$ cat config.mk
export PLATFORM = sky130hd
export DESIGN_NAME = button_irq_ctrl
export DESIGN_NICKNAME = d
export VERILOG_FILES = /design/src/rtl/irq_pkg.sv /design/src/rtl/btn_sync_debounce.sv /design/src/rtl/button_irq_ctrl.sv
export SDC_FILE = /design/constraint.sdc
export NUM_CORES = 1
export LEC_CHECK = 0
export CAP_MARGIN = 20
export CORE_ASPECT_RATIO = 1.5
export CORE_MARGIN = 5
export CORE_UTILIZATION = 59
export DETAILED_ROUTE_END_ITERATION = 7
export HOLD_SLACK_MARGIN = 0.1
export MAX_ROUTING_LAYER = met4
export PLACE_DENSITY = 0.85
export SLEW_MARGIN = 0
export SYNTH_ARGS = -nofsm -noshare
export SYNTH_HDL_FRONTEND = slang
export SYNTH_SLANG_ARGS = --single-unit
$ cat constraint.sdc
create_clock -name clk -period 10.2 [get_ports clk]
set_input_delay 2.04 -clock clk [delete_from_list [all_inputs] [get_ports clk]]
set_output_delay 2.04 -clock clk [all_outputs]
set_load 0.02 [all_outputs]
$ cat src/rtl/irq_pkg.sv
// Shared definitions for the button interrupt source: id width, FSM encoding, defaults.
// Latency: n/a (types and constants only).
// Backpressure: n/a.
package irq_pkg;

    // Width of irq_id / irq_ack_id on the core interrupt interface.
    localparam int IRQ_ID_W = 5;

    // Width of the internal source index (up to 16 sources).
    localparam int SRC_IDX_W = 4;

    // irq_id assigned to source 0 unless overridden.
    localparam int ID_BASE_DEFAULT = 16;

    // Request FSM: IDLE waits for work, REQ holds a request until acked,
    // GAP forces one deasserted cycle after each ack.
    typedef enum logic [1:0] {
        ST_IDLE = 2'd0,
        ST_REQ  = 2'd1,
        ST_GAP  = 2'd2
    } irq_state_e;

endpackage

$ cat src/rtl/btn_sync_debounce.sv
// Synchronises one raw button level and accepts it only after it has been stable.
// Latency: a stable change appears on level SYNC_STAGES+DEBOUNCE_CYCLES-1 edges after first sampling.
// Backpressure: none; rise is a combinational pulse in the cycle level is about to go 0->1.
module btn_sync_debounce #(
    parameter int SYNC_STAGES     = 2,
    parameter int DEBOUNCE_CYCLES = 4,
    parameter int DB_W            = 20
) (
    input  logic clk,
    input  logic res,
    input  logic raw,
    output logic level,
    output logic rise
);

    localparam logic [DB_W-1:0] CNT_LAST = DB_W'(DEBOUNCE_CYCLES - 1);

    logic [SYNC_STAGES-1:0] sync_q;
    logic                   synced;
    logic [DB_W-1:0]        cnt_q;
    logic                   accept;

    assign synced = sync_q[SYNC_STAGES-1];

    // The synced level has differed from the accepted one long enough to take it.
    assign accept = (synced != level) && (cnt_q == CNT_LAST);
    assign rise   = accept && synced;

    // Metastability chain: raw enters at bit 0 and leaves at the top bit.
    always_ff @(posedge clk or posedge res) begin
        if (res) begin
            sync_q <= '0;
        end else begin
            sync_q <= {sync_q[SYNC_STAGES-2:0], raw};
        end
    end

    // Count consecutive cycles of disagreement; any agreement restarts the count.
    always_ff @(posedge clk or posedge res) begin
        if (res) begin
            level <= 1'b0;
            cnt_q <= '0;
        end else if (synced == level) begin
            cnt_q <= '0;
        end else if (accept) begin
            level <= synced;
            cnt_q <= '0;
        end else begin
            cnt_q <= cnt_q + 1'b1;
        end
    end

endmodule

$ cat src/rtl/button_irq_ctrl.sv
// Turns debounced button presses into prioritised level interrupts for the core.
// Latency: stable press -> pending after SYNC_STAGES+DEBOUNCE_CYCLES-1 edges, irq one edge later.
// Backpressure: a request is held until acked with its own id; one deasserted cycle follows each ack.
module button_irq_ctrl
    import irq_pkg::*;
#(
    parameter int N_SRC           = 4,
    parameter int ID_BASE         = ID_BASE_DEFAULT,
    parameter int SYNC_STAGES     = 2,
    parameter int DEBOUNCE_CYCLES = 4,
    parameter int DB_W            = 20
) (
    input  logic                clk,
    input  logic                res,
    input  logic [N_SRC-1:0]    btn_in,
    input  logic [N_SRC-1:0]    irq_en,
    input  logic                irq_ack,
    input  logic [IRQ_ID_W-1:0] irq_ack_id,
    output logic                irq,
    output logic [IRQ_ID_W-1:0] irq_id,
    output logic [N_SRC-1:0]    pending
);

    // Parameter sanity, caught at elaboration.
    if (ID_BASE + N_SRC - 1 > 31) begin : g_bad_id_range
        $error("button_irq_ctrl: ID_BASE+N_SRC-1 exceeds the 5-bit irq_id range");
    end
    if (N_SRC < 1 || N_SRC > 16) begin : g_bad_nsrc
        $error("button_irq_ctrl: N_SRC must be 1..16");
    end
    if (SYNC_STAGES < 2) begin : g_bad_sync
        $error("button_irq_ctrl: SYNC_STAGES must be at least 2");
    end

    logic [N_SRC-1:0]     level_vec;
    logic [N_SRC-1:0]     rise_vec;
    logic [N_SRC-1:0]     set_vec;
    logic [N_SRC-1:0]     clr_vec;
    logic [N_SRC-1:0]     req_vec;
    logic                 enc_vld;
    logic [SRC_IDX_W-1:0] enc_idx;
    logic [SRC_IDX_W-1:0] idx_q;
    logic [SRC_IDX_W-1:0] idx_d;
    irq_state_e           state_q;
    irq_state_e           state_d;
    logic                 irq_d;
    logic [IRQ_ID_W-1:0]  irq_id_d;
    logic                 ack_take;

    for (genvar i = 0; i < N_SRC; i++) begin : g_src
        btn_sync_debounce #(
            .SYNC_STAGES     (SYNC_STAGES),
            .DEBOUNCE_CYCLES (DEBOUNCE_CYCLES),
            .DB_W            (DB_W)
        ) u_db (
            .clk   (clk),
            .res   (res),
            .raw   (btn_in[i]),
            .level (level_vec[i]),
            .rise  (rise_vec[i])
        );
    end

    // A press only counts while the accepted level is still low.
    assign set_vec = rise_vec & ~level_vec;
    assign req_vec = pending & irq_en;

    // Pending bits: a new press in the same cycle as its ack survives the clear.
    always_ff @(posedge clk or posedge res) begin
        if (res) begin
            pending <= '0;
        end else begin
            pending <= (pending & ~clr_vec) | set_vec;
        end
    end

    // Lowest enabled pending index wins.
    always_comb begin
        enc_vld = |req_vec;
        enc_idx = '0;
        for (int i = N_SRC - 1; i >= 0; i--) begin
            if (req_vec[i]) begin
                enc_idx = SRC_IDX_W'(i);
            end
        end
    end

    // Clear mask for the source whose request was just acknowledged.
    always_comb begin
        clr_vec = '0;
        for (int i = 0; i < N_SRC; i++) begin
            clr_vec[i] = ack_take && (idx_q == SRC_IDX_W'(i));
        end
    end

    // FSM next state and registered outputs. GAP already provides the
    // deasserted cycle, so a waiting request is issued directly from it.
    always_comb begin
        state_d  = state_q;
        irq_d    = irq;
        irq_id_d = irq_id;
        idx_d    = idx_q;
        ack_take = 1'b0;
        unique case (state_q)
            ST_IDLE: begin
                if (enc_vld) begin
                    idx_d    = enc_idx;
                    irq_id_d = IRQ_ID_W'(ID_BASE) + IRQ_ID_W'(enc_idx);
                    irq_d    = 1'b1;
                    state_d  = ST_REQ;
                end
            end
            ST_REQ: begin
                if (irq_ack && (irq_ack_id == irq_id)) begin
                    ack_take = 1'b1;
                    irq_d    = 1'b0;
                    state_d  = ST_GAP;
                end
            end
            ST_GAP: begin
                irq_d   = 1'b0;
                state_d = ST_IDLE;
                if (enc_vld) begin
                    idx_d    = enc_idx;
                    irq_id_d = IRQ_ID_W'(ID_BASE) + IRQ_ID_W'(enc_idx);
                    irq_d    = 1'b1;
                    state_d  = ST_REQ;
                end
            end
            default: begin
                irq_d   = 1'b0;
                state_d = ST_IDLE;
            end
        endcase
    end

    // FSM state and output registers; reset clears outputs without a clock.
    always_ff @(posedge clk or posedge res) begin
        if (res) begin
            state_q <= ST_IDLE;
            irq     <= 1'b0;
            irq_id  <= '0;
            idx_q   <= '0;
        end else begin
            state_q <= state_d;
            irq     <= irq_d;
            irq_id  <= irq_id_d;
            idx_q   <= idx_d;
        end
    end

endmodule

# == Word-level counts from Yosys, hierarchy flattened ==
# Cells that the tools add are included.
# totals
regBits,108
inputBits,16
output_inout_bits,10
word_cells,97
# op_classes
n_addsub,5
eq_ne,20
muxes,22
n_bitwise,10
n_reduce_logical,23
# ops
cell,count
two-way mux 20 bit,8
"adder 20 x 1 -> 20 bit, second input constant",4
"equality test 20 x 2 -> 1 bit, second input constant",4
logical AND 1 bit,13
bitwise AND 4 bit,3
two-way mux 4 bit,3
AND reduction 2 bit,6
"equality test 4 x 2 -> 1 bit, second input constant",2
inverter 4 bit,2
two-way mux 1 bit,6
two-way mux 2 bit,3
one-hot mux 2 bit (3 select lines),1
"adder 5 x 4 -> 5 bit, first input constant",1
equality test 5 bit,1
equality test 1 bit,4
"equality test 4 x 1 -> 1 bit, second input constant",1
zero test 4 bit,1
inequality test 1 bit,4
"inequality test 2 bit, second input constant",2
inverter 1 bit,4
OR 4 bit,1
OR reduction 4 bit,1
one-hot mux 1 bit (3 select lines),1
"equality test 2 x 1 -> 1 bit, second input constant",1
3 further kinds,3

# == Logic depth before layout (Yosys ltp) ==
# depth
ltp_word,8
mapped_depth,6
depth_no_buf,5

# == Hierarchy ==
# Synthesis repeated with hierarchy kept, for this count alone.
# unflattened
cells_unflattened,513
hier_area_um2,5007.3
# modules_own_cells
module,instances,cells_per_inst,area_per_inst_um2,seq_area_each_um2
btn_sync_debounce,4,115,1123.6,575.6
button_irq_ctrl,1,53,513.0,250.2

# == Worst setup path after synthesis ==
# No wires, ideal clock.
# synth_path
kind,in2reg
startpoint,input port irq_ack_id[3]
endpoint,register pending[1]
setup_ps,121
arrival_ps,3254
required_time_ps,10079
slack_ps,6825
stages,4
path_buffers,0
cell_sequence,or3b_2 -> nor4_2 -> nand4b_1 -> a22o_1
# synth_via
elab_chain_cells,8
# synth_lines
element,line_no,source
from (decl),button_irq_ctrl.sv:18,"input logic [IRQ_ID_W-1:0] irq_ack_id,"
equality test 5 bit,button_irq_ctrl.sv:114,if (irq_ack && (irq_ack_id == irq_id)) begin
logical AND 1 bit,button_irq_ctrl.sv:114,
two-way mux 1 bit,button_irq_ctrl.sv:114,
two-way mux 1 bit,button_irq_ctrl.sv:104,unique case (state_q)
logical AND 1 bit,button_irq_ctrl.sv:92,clr_vec[i] = ack_take && (idx_q == SRC_IDX_W'(i));
inverter 4 bit,button_irq_ctrl.sv:73,pending <= (pending & ~clr_vec) | set_vec;
bitwise AND 4 bit,button_irq_ctrl.sv:73,
OR 4 bit,button_irq_ctrl.sv:73,
to (signal assigned),button_irq_ctrl.sv:73,
to (decl),button_irq_ctrl.sv:21,output logic [N_SRC-1:0] pending
# No other way between the ends.
# A chain may end at the register's enable or synchronous reset.

# == Final worst setup path ==
# layout_path
startpoint,input port irq_ack
endpoint,register pending[3]
# layout_via
elab_chain_cells,7
# layout_lines
element,line_no,source
from (decl),button_irq_ctrl.sv:17,"input logic irq_ack,"
logical AND 1 bit,button_irq_ctrl.sv:114,
two-way mux 1 bit,button_irq_ctrl.sv:114,
two-way mux 1 bit,button_irq_ctrl.sv:104,
logical AND 1 bit,button_irq_ctrl.sv:92,
inverter 4 bit,button_irq_ctrl.sv:73,
bitwise AND 4 bit,button_irq_ctrl.sv:73,
OR 4 bit,button_irq_ctrl.sv:73,
# No other way between the ends.

==> impl_metrics.env <==
export IMPL_setup_violations=0
export IMPL_drc=0
export IMPL_synth_cells=497
export IMPL_synth_top_cell_area_share=0.516
export IMPL_criticalPathCategory="primary input to flop"
export IMPL_synth_mux_area_frac=0.0134
export IMPL_seq_area_frac_synth=0.516
export IMPL_numCtsBuffers=9
export IMPL_fin_area_sq_um=5670
export IMPL_max_slew_margin_rel=0.436
export IMPL_cap_viol_max_count=0
export IMPL_cts_hold_buffers_added=0
export IMPL_drive_gt1_frac=0.0660
export IMPL_synthArstFlopShare=1.00
export IMPL_powerDensity_nw_per_um2=203
export IMPL_synth_commonest_cells="dfrtp_1 (102), nor2_1 (69), xor2_1 (38)"
export IMPL_rows=41
export IMPL_overflow=0
export IMPL_die_area_sq_um=10400
export IMPL_r2r_start="g_src[1].u_db.cnt_q[0]"
export IMPL_synth_simple_area_share=0.269
export IMPL_synth_edf_count=0
export IMPL_fin_worst_skew_ns=0.00561
export IMPL_drt_first_iter_violations=312
export IMPL_antenna_found_initial=0
export IMPL_synth_warnings=0
export IMPL_die_h_um=122
export IMPL_cts_tree="done"
export IMPL_nets=545
export IMPL_place_area_sq_um=5310
export IMPL_post_cts_resized=0
export IMPL_synth_area_leader_cell="dfrtp_1"
export IMPL_cts_clk_slew_worst_paths_ns=0.07
export IMPL_synth_xor_area_frac=0.104
export IMPL_postCtsSetupBuffers=0
export IMPL_synthAdderAreaFrac=0.0101
export IMPL_hold_violations=0
export IMPL_crit_required_ns=10.44
export IMPL_rsz0062_at_grt="no"
export IMPL_die_x_um=84.8
export IMPL_synth_compound_area_frac=0.0685
export IMPL_yosysUniqueCellTypes=50
export IMPL_synth_area_top_cells="dfrtp_1 (52%), xor2_1 (6.7%), nor2_1 (5.2%)"
export IMPL_regArea_sq_um=2550
export IMPL_crit_start="irq_ack"
export IMPL_synth_most_common_cell="dfrtp_1"
export IMPL_syn_avg_cell_area_sq_um=9.96
export IMPL_wl_per_cell_um=16.7
export IMPL_hold_class="flop to flop"
export IMPL_core_region_area_sq_um=8310
export IMPL_min_from="g_src[1].u_db.sync_q[0]"
export IMPL_htreeDepth=3
export IMPL_arrival_ns=3.93
export IMPL_end_kind="flop"
export IMPL_num_fill_cells=610
export IMPL_multi_input_area_sq_um=2310
export IMPL_place_gp_congestion=0.869
export IMPL_grt_pass1_wl_mm=17.9
export IMPL_grt_total_usage=0.222
export IMPL_antenna_cells=0
export IMPL_synth_top_family_by_area="simple AND/OR/NAND/NOR gates"
export IMPL_min_period_ns=3.69
export IMPL_via_count=3959
export IMPL_dpl_hpwl_mm=7.08
export IMPL_clkLatencyLatePin_ns=0.35
export IMPL_ant_nets=0
export IMPL_ioPinCount=26
export IMPL_worstMarginPinSlew_ns=0.846
export IMPL_vias_per_cell=6.22
export IMPL_timing_fmax_ghz=0.271
export IMPL_p_leak_uw=0.00235
export IMPL_timing_hold_ws_ns=0.352
export IMPL_dr_pass1_iters=5
export IMPL_area_growth_pct=14.5
export IMPL_clockRootBuffer="clkbuf_16"
export IMPL_initial_core_util=0.596
export IMPL_grt_pass1_vias=3964
export IMPL_clkSinkCount=102
export IMPL_maxSlewViolCount=0
export IMPL_critical_path_max_fanout=7
export IMPL_netlist_area_sq_um=4950
export IMPL_tns_ns=0
export IMPL_status="completed"
export IMPL_wirelength_mm=10.6
export IMPL_ys_ff_latch=102
export IMPL_start_kind="primary input"
export IMPL_clock_path_buffers=2
export IMPL_grt_max_degree=71
export IMPL_ys_flop_type="dfrtp_1"
export IMPL_min_period_over_period=0.362
export IMPL_ir_worst_vdd_v=0.000114
export IMPL_port_buffers=23
## cell type report
class,instances,area share
clock inverter,5,0.0183
multi-input combinational,375,0.408
sequential,102,0.450
clock buffer,11,0.0446
tap,107,0.0236
timing repair buffer,28,0.0486
inverter,9,0.00640
## power by group
group | total [uW] | internal [uW] | switching, uW
Sequential | 502 | 448 | 54.4
Combinational | 242 | 99.2 | 143
Clock | 404 | 254 | 151
## worst max-delay path, cell delays in order
cell and delay (ns):
clkdlybuf4s50_1 0.45, or3b_2 0.47, nor4_2 0.58, nand4_1 0.19, a22o_1 0.21
## registers in the layout, indices dropped and copies added (netlist names)
signal             cells
state_q                2
g_src.u_db.level       4
irq_id                 3
g_src.u_db.sync_q      8
g_src.u_db.cnt_q      80
irq                    1
pending                4
## placed cells by master (no fill, tap or decap), types with 11 or more instances in the layout
cell type	instances
dfrtp_1	102
nor2_1	69
xor2_1	38
nand3_1	33
nand2_1	29
nand4_1	24
clkdlybuf4s50_1	23
nor4_1	21
xnor2_1	21
a21oi_1	20
nor3_1	11
## per-layer routing
layer / up-vias / GRT usage / routed length (um)
met5: - / - / 0
met4: 0 / 0.0772 / 172
met3: 17 / 0.0494 / 509
met2: 120 / 0.381 / 5600
met1: 1974 / 0.257 / 4350
li1: 1848 / - / -
## through the flow
stage	cells	worst slack, ns	total power, uW	utilization
2_1_floorplan	498	5.48	650	-
3_3_place_gp	619	6.21	728	0.636
3_5_place_dp	621	6.14	747	0.639
4_1_cts	637	6.49	1150	0.682
5_1_grt	637	6.41	1200	0.682
6_report	637	6.51	1150	0.682
## logic make-up after synthesis
family	count (synthesis)
and+or+nand+nor	249
DFF	102
xor gates and xnor gates	59
AOI/OAI and AO/OA	55
buffers and inverters	21
muxes	6
adders and majority gates	4
other	1
## worst paths after layout
kind / end / depth (start not counted) / slack (ns)
setup / recovery: pending[3] / 5 / 6.51
hold / removal: g_src[1].u_db.sync_q[1] / 0 / 0.35
setup reg to reg: g_src[1].u_db.cnt_q[8] / 6 / 7.89
hold reg to reg: g_src[1].u_db.sync_q[1] / 0 / 0.35
max in group asynchronous: g_src[1].u_db.cnt_q[10] / 3 / 6.97
min in group asynchronous: g_src[3].u_db.cnt_q[5] / 2 / 2.04
(Power assumes the default switching activity.)
